### config.mk
export PLATFORM = sky130hd
export DESIGN_NAME = sushi_spawn_scheduler
export DESIGN_NICKNAME = d
export VERILOG_FILES = /design/src/rtl/sushi_pkg.sv /design/src/rtl/spawn_lfsr9.sv /design/src/rtl/sushi_spawn_scheduler.sv
export SDC_FILE = /design/constraint.sdc
export NUM_CORES = 1
export LEC_CHECK = 0
export ABC_AREA = 0
export CAP_MARGIN = 40
export CORE_MARGIN = 10
export CORE_UTILIZATION = 45
export DETAILED_ROUTE_END_ITERATION = 8
export PLACE_DENSITY = 0.75
export SYNTH_ARGS = -nofsm -noshare
export SYNTH_HDL_FRONTEND = slang
export SYNTH_SLANG_ARGS = --single-unit
### constraint.sdc
create_clock -name Clk -period 1.8 [get_ports Clk]
set_input_delay 0.36 -clock Clk [delete_from_list [all_inputs] [get_ports Clk]]
set_output_delay 0.36 -clock Clk [all_outputs]
set_load 0.01 [all_outputs]
### src/rtl/sushi_pkg.sv
// Shared types and constants for the sushi spawn path: object codes, scheduler
// states and the 9-bit LFSR feedback definition.
package sushi_pkg;

    typedef enum logic [1:0] {
        WASABI = 2'b00,
        SUSHI1 = 2'b01,
        SUSHI2 = 2'b10,
        SUSHI3 = 2'b11
    } obj_code_t;

    typedef enum logic [2:0] {
        ST_IDLE,
        ST_WAIT,
        ST_DRAW,
        ST_LATCH,
        ST_ALLOC,
        ST_SPAWN
    } spawn_state_t;

    localparam int         LFSR_WIDTH = 9;
    // Feedback taps for x^9 + x^5 + 1: register bits 8 and 4.
    localparam logic [8:0] LFSR_TAPS  = 9'h110;

    function automatic logic [LFSR_WIDTH-1:0] lfsr9_advance(input logic [LFSR_WIDTH-1:0] q);
        return {q[LFSR_WIDTH-2:0], ^(q & LFSR_TAPS)};
    endfunction

endpackage

### src/rtl/spawn_lfsr9.sv
// 9-bit Fibonacci LFSR that advances only on a step strobe. next_value is the
// value the register takes on a step, so the caller can capture it in the same edge.
module spawn_lfsr9
    import sushi_pkg::*;
#(
    parameter logic [LFSR_WIDTH-1:0] SEED = 9'h1FF
) (
    input  logic                  Clk,
    input  logic                  Reset,
    input  logic                  step,
    output logic [LFSR_WIDTH-1:0] next_value
);

    logic [LFSR_WIDTH-1:0] lfsr_q;
    logic [LFSR_WIDTH-1:0] lfsr_d;

    always_comb begin
        next_value = lfsr9_advance(lfsr_q);
        lfsr_d     = step ? next_value : lfsr_q;
    end

    // NOTE: sequential state uses non-blocking assignments so every flop samples pre-edge values.
    always_ff @(posedge Clk) begin
        if (Reset) begin
            lfsr_q <= SEED;
        end else begin
            lfsr_q <= lfsr_d;
        end
    end

endmodule

### src/rtl/sushi_spawn_scheduler.sv
// Spawn scheduler: every SPAWN_INTERVAL frames draws a random value for the object
// picker, allocates the lowest free slot and offers the spawn on a valid/ready handshake.
// Optional consecutive-wasabi limit is compiled in with `define SPAWN_WASABI_LIMIT_EN.
module sushi_spawn_scheduler
    import sushi_pkg::*;
#(
    parameter int                    NUM_SLOTS      = 8,
    parameter int                    SPAWN_INTERVAL = 60,
    parameter logic [LFSR_WIDTH-1:0] LFSR_SEED      = 9'h1FF
) (
    input  logic                         Clk,
    input  logic                         Reset,
    input  logic                         enable,
    input  logic                         frame_tick,
    output logic [8:0]                   rand_obj,
    input  logic [1:0]                   obj_code,
    input  logic [NUM_SLOTS-1:0]         slot_busy,
    output logic                         spawn_valid,
    input  logic                         spawn_ready,
    output logic [$clog2(NUM_SLOTS)-1:0] spawn_slot,
    output logic [1:0]                   spawn_code,
    output logic                         stall,
    output logic [15:0]                  spawn_count
);

    localparam int SLOT_W = $clog2(NUM_SLOTS);
    localparam int CNT_W  = (SPAWN_INTERVAL > 1) ? $clog2(SPAWN_INTERVAL) : 1;
    localparam logic [CNT_W-1:0] LAST_FRAME = CNT_W'(SPAWN_INTERVAL - 1);

    spawn_state_t          state_q,       state_d;
    logic [CNT_W-1:0]      frame_cnt_q,   frame_cnt_d;
    logic [8:0]            rand_obj_q,    rand_obj_d;
    obj_code_t             code_q,        code_d;
    logic [SLOT_W-1:0]     spawn_slot_q,  spawn_slot_d;
    obj_code_t             spawn_code_q,  spawn_code_d;
    logic                  spawn_valid_q, spawn_valid_d;
    logic                  stall_q,       stall_d;
    logic [15:0]           spawn_count_q, spawn_count_d;
`ifdef SPAWN_WASABI_LIMIT_EN
    logic [1:0]            wasabi_cnt_q,  wasabi_cnt_d;
    logic                  redraw;
`endif

    logic                  lfsr_step;
    logic [LFSR_WIDTH-1:0] lfsr_next;
    logic                  free_found;
    logic [SLOT_W-1:0]     free_idx;

    spawn_lfsr9 #(
        .SEED       (LFSR_SEED)
    ) u_lfsr (
        .Clk        (Clk),
        .Reset      (Reset),
        .step       (lfsr_step),
        .next_value (lfsr_next)
    );

    // Priority encoder: scanning downward leaves the lowest free index last.
    always_comb begin
        free_found = 1'b0;
        free_idx   = '0;
        for (int i = NUM_SLOTS - 1; i >= 0; i--) begin
            if (!slot_busy[i]) begin
                free_found = 1'b1;
                free_idx   = SLOT_W'(i);
            end
        end
    end

`ifdef SPAWN_WASABI_LIMIT_EN
    assign redraw = (obj_code_t'(obj_code) == WASABI) && (wasabi_cnt_q == 2'd2);
`endif

    // NOTE: every combinational output gets a default first so no path infers a latch.
    always_comb begin
        state_d       = state_q;
        frame_cnt_d   = frame_cnt_q;
        rand_obj_d    = rand_obj_q;
        code_d        = code_q;
        spawn_slot_d  = spawn_slot_q;
        spawn_code_d  = spawn_code_q;
        spawn_valid_d = spawn_valid_q;
        stall_d       = 1'b0;
        spawn_count_d = spawn_count_q;
        lfsr_step     = 1'b0;
`ifdef SPAWN_WASABI_LIMIT_EN
        wasabi_cnt_d  = wasabi_cnt_q;
`endif

        // A pending handshake is never abandoned; elsewhere dropping enable parks the block.
        if (!enable && state_q != ST_SPAWN) begin
            state_d     = ST_IDLE;
            frame_cnt_d = '0;
        end else begin
            case (state_q)
                ST_IDLE: begin
                    state_d = ST_WAIT;
                end
                ST_WAIT: begin
                    if (frame_tick) begin
                        if (frame_cnt_q == LAST_FRAME) begin
                            frame_cnt_d = '0;
                            lfsr_step   = 1'b1;
                            rand_obj_d  = lfsr_next;
                            state_d     = ST_DRAW;
                        end else begin
                            frame_cnt_d = frame_cnt_q + CNT_W'(1);
                        end
                    end
                end
                ST_DRAW: begin
                    state_d = ST_LATCH;
                end
                ST_LATCH: begin
                    code_d = obj_code_t'(obj_code);
`ifdef SPAWN_WASABI_LIMIT_EN
                    if (redraw) begin
                        lfsr_step  = 1'b1;
                        rand_obj_d = lfsr_next;
                        state_d    = ST_DRAW;
                    end else begin
                        state_d = ST_ALLOC;
                    end
`else
                    state_d = ST_ALLOC;
`endif
                end
                ST_ALLOC: begin
                    if (free_found) begin
                        spawn_slot_d  = free_idx;
                        spawn_code_d  = code_q;
                        spawn_valid_d = 1'b1;
                        state_d       = ST_SPAWN;
                    end else begin
                        stall_d = 1'b1;
                    end
                end
                ST_SPAWN: begin
                    if (spawn_ready) begin
                        spawn_valid_d = 1'b0;
                        spawn_count_d = spawn_count_q + 16'd1;
`ifdef SPAWN_WASABI_LIMIT_EN
                        wasabi_cnt_d  = (spawn_code_q == WASABI) ? wasabi_cnt_q + 2'd1 : 2'd0;
`endif
                        state_d       = enable ? ST_WAIT : ST_IDLE;
                    end
                end
                default: begin
                    state_d = ST_IDLE;
                end
            endcase
        end
    end

    always_ff @(posedge Clk) begin
        if (Reset) begin
            state_q       <= ST_IDLE;
            frame_cnt_q   <= '0;
            rand_obj_q    <= '0;
            code_q        <= WASABI;
            spawn_slot_q  <= '0;
            spawn_code_q  <= WASABI;
            spawn_valid_q <= 1'b0;
            stall_q       <= 1'b0;
            spawn_count_q <= '0;
`ifdef SPAWN_WASABI_LIMIT_EN
            wasabi_cnt_q  <= '0;
`endif
        end else begin
            state_q       <= state_d;
            frame_cnt_q   <= frame_cnt_d;
            rand_obj_q    <= rand_obj_d;
            code_q        <= code_d;
            spawn_slot_q  <= spawn_slot_d;
            spawn_code_q  <= spawn_code_d;
            spawn_valid_q <= spawn_valid_d;
            stall_q       <= stall_d;
            spawn_count_q <= spawn_count_d;
`ifdef SPAWN_WASABI_LIMIT_EN
            wasabi_cnt_q  <= wasabi_cnt_d;
`endif
        end
    end

    assign rand_obj    = rand_obj_q;
    assign spawn_valid = spawn_valid_q;
    assign spawn_slot  = spawn_slot_q;
    assign spawn_code  = spawn_code_q;
    assign stall       = stall_q;
    assign spawn_count = spawn_count_q;

endmodule

==> metrics.yaml <==
outcome:
  outcome: "finished, final reports clean"
yosys:
  synth_seq_area_share_pct: 47.25
  ys.flop_type: "dfxtp_1"
  postSynthCellCount: 255
  synthArstFlopShare_pct: 0
  netlist_area_mm2: 0.002203
  syn_nets: 272
  synth_area_leader_cell: "dfxtp_1"
  yosys.area.top_type_share_pct: 47.25
  yosysMostFrequentCell: "dfxtp_1"
  synth.distinct_cells: 43
  synth_top_cells_by_count: "dfxtp_1 (52), nand2_1 (38), a21oi_1 (26)"
  synth_edf_count: 0
  avgSynthCellArea_um2: 8.641
  yosys_warnings: 0
  ys_seq_elements: 52
  yosys-top-cells-area: "dfxtp_1 (47%), nand2_1 (6.5%), a21oi_1 (5.9%), nor2_1 (4.1%), xnor2_1 (4.0%)"
critical_path:
  cp-start-kind: "register"
  path_cells: "or3b_2, or4b_2, a21oi_1"
  setup.worst_path.end_class: "register"
  r2r_cells: 3
  critPathKind: "register to register"
  crit_cells: 3
  cp_top_family: "simple AND/OR/NAND/NOR gates"
  max_stage_delay_ps: 630
  cp_max_fo: 4
  cp_slowest_cell: "or4b_2"
  critPathBufInv: 0
  required_ps: 2040
  crit_arrival_ps: 1950
cts:
  clock_latency_ps: 310
  clockBufferDepth: 2
  root_buffer: "clkbuf_8"
  postCtsSetupBuffers: 0
  cts_sinks: 52
  cts_made_buffers: 5
  cts_tree: "done"
  htreeDepth: 2
  clk_pin_slew_ps: 100
power_and_ir_drop:
  powerDensity_mw_per_mm2: 637.9
  p_leak_nw: 1.081
  peakVddDrop_mv: 0.3319
die:
  fp.coreArea_mm2: 0.004723
  start_util_pct: 46.65
  fp-row-count: 25
  die_area_mm2: 0.008096
  design.portCount: 47
  die_h_um: 89.98
  die_w_um: 89.98
routing:
  post_drt_wl_per_cell_um: 12.89
  drtIter0Drc: 94
  vias_per_cell: 5.124
  antenna_left: 0
  first_pass_iters: 4
  vias: 2029
  drc: 0
  routed_wl_um: 5106
timing:
  max_slew.worst_pin.slew_ps: 423.0
  slew_headroom_pct: 71.80
  max_freq_ghz: 0.5843
  finalHoldViolCount: 0
  post-route-period-util_pct: 95.09
  setup_tns_ps: 0
  setup_viol: 0
  skew_ps: 7.274
  final_max_slew_viol_count: 0
  fin_crit_ps: 1712
  hold_slack_ps: 459.0
global_routing:
  antenna_found_initial: 0
  grt_pass1_wl_um: 8859
  grt_max_degree: 44
  grt_use_total_pct: 12.70
  overflow: 0
  grt_pass1_vias: 1916
placement:
  portBuffers: 46
  hpwlAfterDp_um: 3835
  numPlacedInstances: 388
  routabilityCongestion: 0.8023
cells_and_area:
  fin_nets: 345
  antenna_cells: 0
  layoutNonFillerInstCount: 396
  area_growth_pct: 38.05
  drive_above_1_share_pct: 16.11
min_path:
  hold_depth: 2
  hold_path_class: "register to register"
flow_run:
  maxCapViolCount: 0
[cell usage in the layout (no fill, tap or decap), types with 2 or more instances in the layout]
cell             count
buf_4               32
inv_1                7
nand4b_1             2
or3_1                4
dfxtp_2              3
and4bb_2             2
nand4_1              7
clkdlybuf4s50_1     45
nor3_1               7
nor4_1               4
clkinvlp_4           2
xor2_1               3
clkbuf_8             5
o31ai_1              3
or2_2                2
o21bai_1             2
mux2i_1              7
or4_1                4
a21oi_1             26
nand2_1             38
o41ai_1              2
dfxtp_1             49
a211oi_1             2
xnor2_1             10
nand3b_1             3
o21ai_0              7
nand3_1              6
nor2_1              24
[kinds of logic after synthesis]
group	Yosys count	synth area share, %
buffers and inverters	19	3.408
AO/OA/AOI/OAI	47	12.38
multiplexers	7	3.180
XOR/XNOR	13	5.168
flip-flops	52	47.25
adder cells (fa/ha/maj)	2	1.136
AND/OR/NAND/NOR	115	27.48
[final cells by class]
cell class              instances  area, µm²
multi-input cells             184       1095
repair buffers                 78      699.4
fillers                       406       1682
flip-flops and latches         52       1045
well taps                      67      83.83
clock inverters                 3      23.77
clock buffers                   5      68.82
inverters                       7      26.28
[registers in the layout, indices dropped and copies added (netlist names)]
signal and flops:
code_q 2, frame_cnt_q 6, rand_obj 9, spawn_code 2
spawn_count 16, spawn_slot 3, spawn_valid 1, stall 1
state_q 3, u_lfsr.lfsr_q 9
[power by group]
| group | internal (mW) | switching, mW | total [mW] |
|---|---|---|---|
| Combinational | 0.0647 | 0.0488 | 0.114 |
| Clock | 0.276 | 0.396 | 0.672 |
| Sequential | 1.15 | 0.00267 | 1.15 |
[worst reg2reg max path: cells and delay by family (launching register included)]
kind / cells / cell delay (ps)
AOI/OAI and AO/OA: 1 / 150
DFF: 1 / 390
and+or+nand+nor: 2 / 1100
[what timing repair did]
action,in CTS,in global routing
hold buffers,0,0
gates resized for setup,2,4
setup endpoints to repair,3,4
[through the flow]
stage | cell area, µm² | util [%] | setup slack (ps) | power, mW
after floorplan | 2203 | - | 20.26 | 1.222
after global routing | 3042 | 64.40 | -0.1767 | 2.014
after detailed placement | 2939 | 62.23 | -391.5 | 1.296
after CTS | 3035 | 64.26 | 82.18 | 1.961
final | 3042 | 64.40 | 88.45 | 1.940
after global placement | 2939 | 62.23 | -385.6 | 1.294
[worst paths after layout]
check,startpoint,endpoint,slack [ps]
max reg2reg,state_q[0],frame_cnt_q[2],90
max,state_q[0],frame_cnt_q[2],90
min reg2reg,rand_obj[5],rand_obj[5],460
min,rand_obj[5],rand_obj[5],460
[metal layers]
layer  vias to the layer above  GRT usage [%]  wire length [µm]
li1                       1048              -                 -
met1                       935          14.91              2376
met2                        40          19.98              2331
met3                         6          4.572               316
met4                         0          6.366                82
met5                         -              0                 0
(Power assumes the default switching activity.)
